**src/rtl/lamp_sequence_monitor_if.sv**
```systemverilog
// rtl/lamp_sequence_monitor_if.sv - lamp bus and status signals between lamp side and monitor
interface lamp_sequence_monitor_if #(
    parameter int CNT_W = 8
);
    logic             enable;
    logic [0:2]       light;
    logic [1:0]       color;
    logic             locked;
    logic             err_code;
    logic             err_seq;
    logic [CNT_W-1:0] cycle_count;
    logic [CNT_W-1:0] err_count;

    // Lamp driver / environment side
    modport master (
        output enable, light,
        input  color, locked, err_code, err_seq, cycle_count, err_count
    );

    // Monitor side
    modport slave (
        input  enable, light,
        output color, locked, err_code, err_seq, cycle_count, err_count
    );
endinterface

```
**src/rtl/lamp_sequence_monitor.sv**
```systemverilog
// rtl/lamp_sequence_monitor.sv - red/yellow/green lamp order checker with lock and error tally
module lamp_sequence_monitor #(
    parameter int CNT_W      = 8,
    parameter int LOCK_LEN   = 3,
    parameter int ALLOW_HOLD = 0
) (
    input logic                   clock,
    input logic                   reset,
    lamp_sequence_monitor_if.slave bus
);
    typedef enum logic [1:0] {
        IDLE   = 2'd0,
        TRACK  = 2'd1,
        LOCKED = 2'd2
    } state_t;

    localparam logic [1:0] RED     = 2'd0;
    localparam logic [1:0] GREEN   = 2'd2;
    localparam logic [1:0] INVALID = 2'd3;

    state_t           state_q, state_next;
    logic [1:0]       prev_q, prev_next;
    logic [3:0]       run_q, run_next;
    logic [1:0]       color_q, color_next;
    logic             locked_q;
    logic             err_code_q, err_code_next;
    logic             err_seq_q, err_seq_next;
    logic [CNT_W-1:0] cycle_q, cycle_next;
    logic [CNT_W-1:0] errs_q, errs_next;

    logic [1:0] code;
    logic       code_valid;
    logic [1:0] succ;
    logic       legal;
    logic       hold_ok;
    logic [3:0] run_inc;

    // Decode the lamp vector and classify the sample against the previous colour
    always_comb begin
        case (bus.light)
            3'b100:  code = 2'd0;
            3'b010:  code = 2'd1;
            3'b001:  code = 2'd2;
            default: code = INVALID;
        endcase
        code_valid = (code != INVALID);
        succ       = (prev_q == GREEN) ? RED : prev_q + 2'd1;
        legal      = code_valid && (code == succ);
        hold_ok    = code_valid && (code == prev_q) && (ALLOW_HOLD != 0);
        run_inc    = run_q + 4'd1;
    end

    // State register plus all status registers; reset wins over enable
    always_ff @(posedge clock) begin
        if (reset) begin
            state_q    <= IDLE;
            prev_q     <= 2'd0;
            run_q      <= 4'd0;
            color_q    <= INVALID;
            locked_q   <= 1'b0;
            err_code_q <= 1'b0;
            err_seq_q  <= 1'b0;
            cycle_q    <= '0;
            errs_q     <= '0;
        end else begin
            state_q    <= state_next;
            prev_q     <= prev_next;
            run_q      <= run_next;
            color_q    <= color_next;
            locked_q   <= (state_next == LOCKED);
            err_code_q <= err_code_next;
            err_seq_q  <= err_seq_next;
            cycle_q    <= cycle_next;
            errs_q     <= errs_next;
        end
    end

    // Next-state: any invalid code drops tracking, illegal order while locked falls back to TRACK
    always_comb begin
        state_next = state_q;
        if (bus.enable) begin
            if (!code_valid) begin
                state_next = IDLE;
            end else begin
                case (state_q)
                    IDLE:    state_next = TRACK;
                    TRACK:   if (legal && (run_inc == 4'(LOCK_LEN))) state_next = LOCKED;
                    LOCKED:  if (!legal && !hold_ok) state_next = TRACK;
                    default: state_next = IDLE;
                endcase
            end
        end
    end

    // Output/datapath next values: colour, run length, error pulses and counters
    always_comb begin
        prev_next     = prev_q;
        run_next      = run_q;
        color_next    = color_q;
        err_code_next = 1'b0;
        err_seq_next  = 1'b0;
        cycle_next    = cycle_q;
        errs_next     = errs_q;
        if (bus.enable) begin
            color_next = code;
            if (!code_valid) begin
                err_code_next = 1'b1;
            end else begin
                prev_next = code;
                case (state_q)
                    IDLE: run_next = 4'd0;
                    TRACK: begin
                        if (legal) begin
                            run_next = run_inc;
                        end else if (!hold_ok) begin
                            run_next = 4'd0;
                        end
                    end
                    LOCKED: begin
                        if (legal) begin
                            // Only wrap-arounds seen while already locked count as full cycles
                            if ((prev_q == GREEN) && (code == RED)) begin
                                cycle_next = cycle_q + CNT_W'(1);
                            end
                        end else if (!hold_ok) begin
                            err_seq_next = 1'b1;
                            run_next     = 4'd0;
                        end
                    end
                    default: run_next = 4'd0;
                endcase
            end
            if ((err_code_next || err_seq_next) && (errs_q != {CNT_W{1'b1}})) begin
                errs_next = errs_q + CNT_W'(1);
            end
        end
    end

    assign bus.color       = color_q;
    assign bus.locked      = locked_q;
    assign bus.err_code    = err_code_q;
    assign bus.err_seq     = err_seq_q;
    assign bus.cycle_count = cycle_q;
    assign bus.err_count   = errs_q;
endmodule

```
**src/flat_wrapper.sv**
```systemverilog
// flat-port wrapper written by rule: the top's interface ports become plain ports
module lamp_sequence_monitor_flat 
#(
    parameter int CNT_W      = 8,
    parameter int LOCK_LEN   = 3,
    parameter int ALLOW_HOLD = 0
)
  (clock, reset, bus_enable, bus_light, bus_color, bus_locked, bus_err_code, bus_err_seq, bus_cycle_count, bus_err_count);
  lamp_sequence_monitor_if #(.CNT_W(CNT_W)) bus_i ();
  input logic clock;
  input logic reset;
  input wire logic [$bits(bus_i.enable)-1:0] bus_enable;
  input wire logic [$bits(bus_i.light)-1:0] bus_light;
  output wire logic [$bits(bus_i.color)-1:0] bus_color;
  output wire logic [$bits(bus_i.locked)-1:0] bus_locked;
  output wire logic [$bits(bus_i.err_code)-1:0] bus_err_code;
  output wire logic [$bits(bus_i.err_seq)-1:0] bus_err_seq;
  output wire logic [$bits(bus_i.cycle_count)-1:0] bus_cycle_count;
  output wire logic [$bits(bus_i.err_count)-1:0] bus_err_count;
  assign bus_i.enable = bus_enable;
  assign bus_i.light = bus_light;
  assign bus_color = bus_i.color;
  assign bus_locked = bus_i.locked;
  assign bus_err_code = bus_i.err_code;
  assign bus_err_seq = bus_i.err_seq;
  assign bus_cycle_count = bus_i.cycle_count;
  assign bus_err_count = bus_i.err_count;
  lamp_sequence_monitor #(.CNT_W(CNT_W), .LOCK_LEN(LOCK_LEN), .ALLOW_HOLD(ALLOW_HOLD)) u_core (.clock(clock), .reset(reset), .bus(bus_i));
endmodule
```
**config.mk**
```make
export PLATFORM = sky130hd
export DESIGN_NAME = lamp_sequence_monitor_flat
export DESIGN_NICKNAME = d
export VERILOG_FILES = /design/src/rtl/lamp_sequence_monitor_if.sv /design/src/rtl/lamp_sequence_monitor.sv /design/src/flat_wrapper.sv
export SDC_FILE = /design/constraint.sdc
export NUM_CORES = 1
export LEC_CHECK = 0
export ABC_AREA = 1
export ABC_CLOCK_PERIOD_IN_PS = 2800
export BUFFER_PORTS_ARGS = -buffer_cell sky130_fd_sc_hd__buf_2
export CAP_MARGIN = 20
export CORE_MARGIN = 5
export CORE_UTILIZATION = 40
export CTS_CLUSTER_SIZE = 24
export DETAILED_ROUTE_END_ITERATION = 8
export GPL_TIMING_DRIVEN = 1
export SETUP_SLACK_MARGIN = 0.15
export SYNTH_ARGS = -nofsm -noshare
export SYNTH_HDL_FRONTEND = slang
export SYNTH_SLANG_ARGS = --single-unit
```
**constraint.sdc**
```tcl
create_clock -name clock -period 2.8 [get_ports clock]
set_input_delay 0.56 -clock clock [delete_from_list [all_inputs] [get_ports clock]]
set_output_delay 0.56 -clock clock [all_outputs]
set_load 0.01 [all_outputs]
```
Word level (Yosys, flattened, before mapping). Cells that the tools add are included.

Register bits after elaboration: 29. Logic and storage cells: 54. Output and inout port bits: 21.

Muxes and demuxes: 16. Reduce and logical (&&, ||, !) cells: 12. Add/subtract/negate cells: 4. Eq/ne operators: 12. Bitwise operators: 1.

Operator list (count): 8-bit by 1-bit adder with 8-bit output (second input constant) (2); 2-bit one-hot mux with 3 select lines (2); 2-bit two-way mux (5); 4-bit two-way mux (2); 8-bit != test (second input constant) (1); 4-bit one-hot mux with 2 select lines (1); 2-bit equality test (second input constant) (3); 1-bit two-way mux (6); 5-bit AND reduction (1); 4-bit by 1-bit adder with 4-bit output (second input constant) (1); 4-bit by 2-bit equality test with 1-bit output (second input constant) (1); 1-bit logical AND (4); 2-bit logical NOT (2); 2-bit != test (second input constant) (2); 2-bit AND reduction (2); 3-bit by 1-bit equality test with 1-bit output (second input constant) (1); 3-bit by 2-bit equality test with 1-bit output (second input constant) (1); 3-bit equality test (second input constant) (1); 3-bit AND reduction (1); 2-bit by 1-bit adder with 2-bit output (second input constant) (1); 2-bit by 1-bit equality test with 1-bit output (second input constant) (1); 2-bit equality test (1); 2-bit OR reduction (1); 1-bit logical OR (1); 1-bit NOT (1).

Logic depth before layout (Yosys ltp). Gate-level depths: netlist (run 1).

Depth in word-level cells: 11. Depth in mapped cells: 12.

Worst setup path after synthesis (run 1). OpenSTA, ideal clock, no wires.

Path kind: reg2reg. Start point: register u_core.errs_q[0], in the netlist u_core.bus.err_count[0]. End point: register u_core.errs_q[0], in the netlist u_core.bus.err_count[0]. Path slack: 1.210 ns. Arrival time: 1.476 ns. Stages on the path, launching flop included: 9. Clock period less this slack: 1.590 ns. Data required time: 2.687 ns. Cell sequence: dfxtp_1 -> ha_1 -> nand2_1 -> nor3b_2 -> a31oi_4 -> nand2_8 -> clkinv_2 -> nor2_1 -> nor2_1.

Longest elaborated chain between the ends: 3. Elaborated cells between the ends (all ways): 4.

Ends and longest elaborated chain: start, declared (RTL line lamp_sequence_monitor.sv:29) `logic [CNT_W-1:0] errs_q, errs_next;`; start signal, assigned (RTL line lamp_sequence_monitor.sv:74) `errs_q <= errs_next;`; parallel branches: the longest is 3 deep, another holds 8-bit by 1-bit adder with 8-bit output.

Parallel ways; which one is timed is not known. A chain may end at the register's enable or synchronous reset.

Worst setup path after layout (run 1). Ends and elaborated chain as after synthesis.

==> results of run 1 <==
## worst min-delay path by stage
stage	end	cells past startpoint
global route	u_core.bus.color[0]	2
global placement	u_core.bus.color[0]	2
detailed placement	u_core.bus.color[0]	2
floorplan	u_core.prev_q[0]	2
CTS	u_core.bus.color[0]	2
finish	u_core.bus.color[0]	2
## through the flow
step	cells	setup slack [ns]
after floorplan	203	1.21
after global placement	274	0.935
after detailed placement	274	0.942
after CTS	282	1.12
after global routing	282	0.978
final	282	1.12
## power by group
part | switching, mW | internal, mW | total [mW]
logic | 0.0631 | 0.0308 | 0.0939
registers | 0.00930 | 0.423 | 0.432
clock network | 0.161 | 0.290 | 0.450
## tightest hold or removal path, stage by stage, from the launching register on
cell and delay [ns]:
sky130_fd_sc_hd__dfxtp_1 0.33, sky130_fd_sc_hd__o21ai_0 0.08, sky130_fd_sc_hd__nand2_1 0.05
## synthesized netlist by cell type
master / instances / area [µm²]
sky130_fd_sc_hd__buf_2: 1 / 5.00
sky130_fd_sc_hd__o21ai_1: 2 / 10.0
sky130_fd_sc_hd__or2_0: 1 / 6.26
sky130_fd_sc_hd__ha_1: 4 / 50.1
sky130_fd_sc_hd__nand2_8: 2 / 40.0
sky130_fd_sc_hd__xnor2_1: 6 / 52.6
sky130_fd_sc_hd__nand3_2: 2 / 20.0
sky130_fd_sc_hd__nand2_4: 3 / 33.8
sky130_fd_sc_hd__dfxtp_1: 29 / 581
sky130_fd_sc_hd__nor2_1: 14 / 52.6
sky130_fd_sc_hd__nor3_1: 2 / 10.0
sky130_fd_sc_hd__nand3b_1: 1 / 7.51
sky130_fd_sc_hd__clkbuf_1: 2 / 7.51
sky130_fd_sc_hd__a31oi_4: 1 / 21.3
sky130_fd_sc_hd__nand2_1: 49 / 184
sky130_fd_sc_hd__inv_2: 1 / 3.75
sky130_fd_sc_hd__xor2_1: 6 / 52.6
sky130_fd_sc_hd__nor2_2: 2 / 12.5
sky130_fd_sc_hd__o21ai_0: 5 / 25.0
sky130_fd_sc_hd__nor3b_2: 1 / 12.5
sky130_fd_sc_hd__inv_1: 18 / 67.6
sky130_fd_sc_hd__nand4_1: 7 / 43.8
sky130_fd_sc_hd__a21oi_1: 20 / 100
sky130_fd_sc_hd__nand3_1: 18 / 90.1
sky130_fd_sc_hd__nand2_2: 3 / 18.8
sky130_fd_sc_hd__o32ai_1: 2 / 17.5
sky130_fd_sc_hd__clkinv_2: 1 / 5.00
## state kept, by name (all words and copies together), names as in the netlist
signal,flops
u_core.bus.cycle_count,8
u_core.bus.err_count,8
u_core.run_q,4
u_core.bus.color,2
u_core.prev_q,2
u_core.state_q,2
u_core.bus.err_code,1
u_core.bus.err_seq,1
u_core.bus.locked,1
## area by class of cell
| cell class | instances | area share, % |
|---|---|---|
| tap | 48 | 3.29 |
| timing repair buffer | 26 | 7.13 |
| clock buffer | 7 | 4.73 |
| clock inverter | 1 | 1.65 |
| multi-input combinational | 151 | 47.2 |
| inverter | 20 | 4.18 |
| sequential | 29 | 31.8 |
## layout by cell type, fill, tap and decap left out, drive strengths merged
| cell | synthesis | layout |
|---|---|---|
| dfxtp | 29 | 29 |
| nor2 | 16 | 16 |
| ha | 4 | 4 |
| nand3 | 20 | 20 |
| nand3b | 1 | 1 |
| nor3 | 2 | 2 |
| nand4 | 7 | 7 |
| a21oi | 20 | 20 |
| clkbuf | 2 | 7 |
| nor3b | 1 | 1 |
| nand2 | 57 | 57 |
| o21ai | 7 | 7 |
| xnor2 | 6 | 6 |
| or2 | 1 | 1 |
| a31oi | 1 | 1 |
| o32ai | 2 | 2 |
| xor2 | 6 | 6 |
| clkinv | 1 | 1 |
| buf | 1 | 26 |
| bufinv | 0 | 1 |
| inv | 19 | 19 |
## per-layer routing
| layer | global-route usage [%] | share of wire (%) |
|---|---|---|
| met5 | 0 | 0 |
| met4 | 5.01 | 1.8 |
| met1 | 16.6 | 48 |
| met2 | 18.6 | 45 |
| met3 | 4.21 | 4.4 |
## cell families (layout without fill, tap and decap cells)
family / Yosys count / count (layout) / share of synthesized area, %
adders and majority gates: 4 / 4 / 3.27
buffers and inverters: 23 / 54 / 5.80
and+or+nand+nor: 105 / 105 / 34.8
AOI/OAI and AO/OA: 30 / 30 / 11.4
DFF: 29 / 29 / 37.9
xor gates and xnor gates: 12 / 12 / 6.87
==> insert_results.sql, run 1 <==
INSERT INTO impl_metrics (metric_group, metric, value, unit) VALUES
('cells_and_area', 'layout.area.seq', '581', 'µm²'),
('cells_and_area', 'num-fill-cells', '381', ''),
('setup_path', 'crit-reg2reg-capture', 'u_core.bus.err_count[0]', ''),
('power_and_ir_drop', 'irDropWorstVdd', '0.000253', 'V'),
('yosys', 'synth_area', '1530', 'µm²'),
('global_route', 'grt_pass1_wl', '5200', 'µm'),
('floorplan', 'initial_utilization', '41.5', '%'),
('drt', 'detail_route.drc_violations', '0', ''),
('sta', 'grt_setup_unrepaired', 'false', ''),
('setup_path', 'critical_path_buf_inv_count', '1', ''),
('floorplan', 'fp.dieW', '71.9', 'µm'),
('global_route', 'grt.total_usage', '12.5', '%'),
('placed_design', 'portBuffers', '26', ''),
('clock_network', 'clock_latency', '0.28', 'ns'),
('clock_network', 'cts_tree', 'yes', ''),
('status', 'outcome', 'finished clean', ''),
('setup_path', 'reg2reg_from', 'u_core.bus.err_count[0]', ''),
('clock_network', 'cts_max_path_buffers', '2', ''),
('clock_network', 'tritoncts_buffer_count', '5', ''),
('sta', 'fin_worst_hold_slack', '0.487', 'ns'),
('sta', 'fmax', '594', 'MHz'),
('clock_network', 'clockRootBuffer', 'sky130_fd_sc_hd__clkbuf_8', ''),
('clock_network', 'ctsResizeCount', '0', ''),
('setup_path', 'crit_chain', 'ha_1 > nand2_1 > nor3b_2 > a31oi_4 > nand2_8 > clkinv_2 > nor2_1 > nor2_1', ''),
('yosys', 'synthesis.nets', '213', ''),
('min_path', 'hold_path.class', 'reg2reg', ''),
('global_route', 'grt_start_max_net_pins', '20', ''),
('sta', 'report.final.slew_viol_count', '0', ''),
('yosys', 'fraction_of_the_yosys_area_taken_by_sequential_cells', '37.9', '%'),
('floorplan', 'ios', '27', ''),
('cells_and_area', 'diode_insertion_count_for_antenna_repair', '0', ''),
('setup_path', 'end_kind', 'flip-flop', ''),
('cells_and_area', 'multiInputGateArea', '861', 'µm²'),
('drt', 'antenna_violating_nets_post_route', '0', ''),
('clock_network', 'clock_sinks', '29', ''),
('placed_design', 'finalWeightedCongestion', '0.766', ''),
('placed_design', 'dp_hpwl', '2310', 'µm'),
('power_and_ir_drop', 'report.power.total', '0.977', 'mW'),
('sta', 'max_slew.worst_pin.slew', '0.373', 'ns'),
('setup_path', 'worst-path-max-fanout', '9', ''),
('yosys', 'post_synth_inst_count', '203', ''),
('setup_path', 'critPathArrivalTime', '1.86', 'ns'),
('global_route', 'grt_remaining_overflow', '0', ''),
('setup_path', 'worst_ep_required_time', '2.98', 'ns'),
('cells_and_area', 'postLayoutCellArea', '1820', 'µm²'),
('setup_path', 'worst_path_most_repeated_cell', 'sky130_fd_sc_hd__nor2_1', ''),
('sta', 'final-setup-viol-count', '0', ''),
('clock_network', 'post_cts_hold_buffer_count', '0', ''),
('power_and_ir_drop', 'power_density', '536', 'nW/µm²'),
('clock_network', 'clkTransAtPathRegs', '0.06', 'ns'),
('sta', 'hold_violations', '0', ''),
('setup_path', 'cpLargestDelayFamily', 'simple AND/OR/NAND/NOR gates', ''),
('sta', 'summed_negative_setup_slack_over_all_endpoints', '0', 'ns'),
('global_route', 'antenna_found_initial', '0', ''),
('sta', 'slew_hr', '75.2', '%'),
('drt', 'postRouteWirelength', '3130', 'µm'),
('sta', 'fin_crit_sh', '60.1', '%'),
('setup_path', 'worst_setup_path_startpoint', 'u_core.bus.err_count[0]', ''),
('sta', 'period_needed', '1.68', 'ns'),
('drt', 'dr_total_vias', '1371', ''),
('global_route', 'grt_pass1_vias', '1195', ''),
('floorplan', 'chipHeight', '71.9', 'µm'),
('drt', 'wl_per_cell', '11.1', 'µm'),
('setup_path', 'worstSetupPathType', 'reg2reg', ''),
('yosys', 'synthesis.area_per_instance', '7.54', 'µm²'),
('job', 'drv_cap', '0', ''),
('setup_path', 'reg2reg_depth', '8', ''),
('power_and_ir_drop', 'cellLeakagePower', '0.809', 'nW'),
('drt', 'drtPass1Iterations', '4', ''),
('setup_path', 'cp-endpoint', 'u_core.bus.err_count[0]', ''),
('min_path', 'hold_path_startpoint', 'u_core.bus.color[0]', '');
Note: power is estimated with default switching activity, not from simulation.
==> run 2, diff against run 1 <==
- ABC_CLOCK_PERIOD_IN_PS: 2800 -> 1400
- clock period: 2.8 -> 1.4 ns (I/O delays scaled with it)
==> run 2 against run 1 <==
  * The flow now finishes with violations (negative setup slack)
  * Fmax grew 17%
  * Critical path type unchanged
  * Hold slack worse by 0.25 ns
  * Via count increased by 14%
  * Clock power is 51% higher
  * Non-clock buffer count is 38 higher
  * Routed wire length up 25%
  * Combinational power rose to 3.6 times the previous value
  * Critical path depth down 1
  * Power increased by 93%
==> insert_results.sql, run 2 (synthesis gave the netlist of run 1 again) <==
INSERT INTO impl_metrics (metric_group, metric, value, unit) VALUES
('setup_path', 'crit_path_start_kind', 'flip-flop', ''),
('clock_network', 'post_cts_hold_buffer_count', '0', ''),
('clock_network', 'tritoncts_buffer_count', '5', ''),
('min_path', 'hold_path.class', 'in2reg', ''),
('drt', 'detail_route.drc_violations', '0', ''),
('floorplan', 'fp.dieW', '71.9', 'µm'),
('placed_design', 'finalWeightedCongestion', '0.790', ''),
('floorplan', 'coreArea', '3690', 'µm²'),
('placed_design', 'dp_hpwl', '2540', 'µm'),
('cells_and_area', 'layout.cells.most_common', 'sky130_fd_sc_hd__nand2_1', ''),
('global_route', 'antenna_found_initial', '0', ''),
('clock_network', 'clkTransAtPathRegs', '0.06', 'ns'),
('setup_path', 'critPathArrivalTime', '1.64', 'ns'),
('sta', 'max_slew.worst_pin.slew', '0.325', 'ns'),
('setup_path', 'worst_setup_path_startpoint', 'u_core.bus.err_count[1]', ''),
('clock_network', 'clock_sinks', '29', ''),
('sta', 'period_needed', '1.44', 'ns'),
('clock_network', 'clock_h_tree_levels', '2', ''),
('sta', 'fin_worst_skew', '0.00176', 'ns'),
('clock_network', 'cts_tree', 'yes', ''),
('job', 'drv_cap', '0', ''),
('sta', 'fin_worst_hold_slack', '0.235', 'ns'),
('global_route', 'grt_start_max_net_pins', '17', ''),
('cells_and_area', 'layout.area.seq', '606', 'µm²'),
('placed_design', 'placed_cells_incl_taps', '300', ''),
('global_route', 'grt_pass1_vias', '1430', ''),
('setup_path', 'worst_ep_required_time', '1.61', 'ns'),
('cells_and_area', 'diode_insertion_count_for_antenna_repair', '0', ''),
('sta', 'report.final.slew_viol_count', '0', ''),
('setup_path', 'worst-path-max-fanout', '6', ''),
('setup_path', 'reg2reg_from', 'u_core.bus.err_count[1]', ''),
('sta', 'grt_setup_unrepaired', 'true', ''),
('drt', 'detailedRoute.firstIterationViolations', '28', ''),
('power_and_ir_drop', 'power_density', '791', 'nW/µm²'),
('status', 'violated_checks', 'negative setup slack', ''),
('drt', 'dr_total_vias', '1562', ''),
('power_and_ir_drop', 'cellLeakagePower', '1.05', 'nW'),
('floorplan', 'initial_utilization', '41.5', '%'),
('clock_network', 'clock_latency', '0.28', 'ns'),
('setup_path', 'worstSetupPathType', 'reg2reg', ''),
('drt', 'via_per_inst', '4.90', ''),
('cells_and_area', 'fin_nets', '281', ''),
('placed_design', 'portBuffers', '26', ''),
('setup_path', 'ff2ff_setup_slack', '-0.04', 'ns'),
('global_route', 'grt.total_usage', '14.7', '%'),
('clock_network', 'clockRootBuffer', 'sky130_fd_sc_hd__clkbuf_8', ''),
('status', 'outcome', 'finished with violations', ''),
('global_route', 'grt_remaining_overflow', '0', ''),
('cells_and_area', 'fin_cells', '319', ''),
('power_and_ir_drop', 'irDropWorstVdd', '0.000580', 'V'),
('floorplan', 'chipHeight', '71.9', 'µm'),
('floorplan', 'core.rowCount', '22', ''),
('global_route', 'grt_pass1_wl', '6080', 'µm'),
('cells_and_area', 'layout_common_cells', '39 x sky130_fd_sc_hd__nand2_1, 27 x sky130_fd_sc_hd__buf_4, 26 x sky130_fd_sc_hd__buf_2', ''),
('cells_and_area', 'layout-area-overhead-vs-synth', '55.4', '%'),
('sta', 'hold_violations', '0', ''),
('cells_and_area', 'num-fill-cells', '324', ''),
('floorplan', 'dieArea', '5160', 'µm²'),
('drt', 'postRouteWirelength', '3900', 'µm'),
('setup_path', 'end_kind', 'flip-flop', ''),
('cells_and_area', 'drive_gt1_share', '49.4', '%'),
('sta', 'slew_hr', '78.3', '%'),
('clock_network', 'cts_max_path_buffers', '2', ''),
('floorplan', 'ios', '27', ''),
('min_path', 'hold_path_startpoint', 'reset', ''),
('sta', 'fmax', '697', 'MHz'),
('sta', 'post-route-worst-setup-slack', '-0.0351', 'ns'),
('cells_and_area', 'finish.utilization', '64.5', '%'),
('drt', 'antenna_violating_nets_post_route', '0', ''),
('drt', 'wl_per_cell', '12.2', 'µm'),
('sta', 'final-setup-viol-count', '5', ''),
('sta', 'fin_crit_sh', '103', '%'),
('power_and_ir_drop', 'report.power.total', '1.88', 'mW'),
('cells_and_area', 'multiInputGateArea', '1080', 'µm²'),
('drt', 'drtPass1Iterations', '4', '');
## run 2: changes by cell type in the layout (fill, tap and decap cells not counted), sizes merged
cell / delta
buf: +38
bufinv: -1
## run 2: final cells by class
| class | instances | share of cell area, % |
|---|---|---|
| Sequential cell | 29 | 25.5 |
| Tap cell | 48 | 2.52 |
| Inverter | 20 | 3.84 |
| Clock buffer | 7 | 3.63 |
| Timing Repair Buffer | 64 | 19.2 |
| Multi-Input combinational cell | 151 | 45.3 |
## run 2: path summary, 6_finish.rpt
path                              to  depth (start not counted)
min reg2reg      u_core.bus.color[0]                          2
min                 u_core.prev_q[0]                          2
max          u_core.bus.err_count[4]                          7
max reg2reg  u_core.bus.err_count[4]                          7
## run 2: through the flow
step / setup WS [ns] / setup TNS (ns) / cell area, µm²
CTS: -0.0396 / -0.0834 / 2090
global placement: -0.0963 / -1.19 / 1950
global route: -0.103 / -0.699 / 2380
floorplan: 0.0234 / 0 / 1580
finish: -0.0351 / -0.0973 / 2380
detailed placement: -0.119 / -1.01 / 1950
## run 2: metal layers
| layer | vias to the layer above | share of wire [%] | GRT usage [%] |
|---|---|---|---|
| met3 | 11 | 3.3 | 3.37 |
| met5 | - | 0 | 0 |
| met4 | 0 | 2.4 | 7.52 |
| li1 | 808 | - | - |
| met1 | 719 | 43 | 18.6 |
| met2 | 24 | 51 | 23.4 |
## run 2: where the power goes
| group | internal [mW] | switching [mW] | total, mW |
|---|---|---|---|
| registers | 0.844 | 0.0221 | 0.867 |
| clock network | 0.389 | 0.291 | 0.680 |
| logic | 0.149 | 0.185 | 0.334 |
| total | 1.38 | 0.498 | 1.88 |
## run 2: worst max-delay path: stages (launching register included)
cell and delay [ns]:
sky130_fd_sc_hd__dfxtp_4 0.35, sky130_fd_sc_hd__ha_4 0.16, sky130_fd_sc_hd__nand2_4 0.07, sky130_fd_sc_hd__nor3b_4 0.05
sky130_fd_sc_hd__a31oi_4 0.33, sky130_fd_sc_hd__buf_4 0.18, sky130_fd_sc_hd__nand3_1 0.07, sky130_fd_sc_hd__a21oi_1 0.15
## run 2: what timing repair did
item,CTS,global route
setup endpoints to repair,18,24
buffers inserted,1,11
resized for setup,15,56
pin swaps,6,16
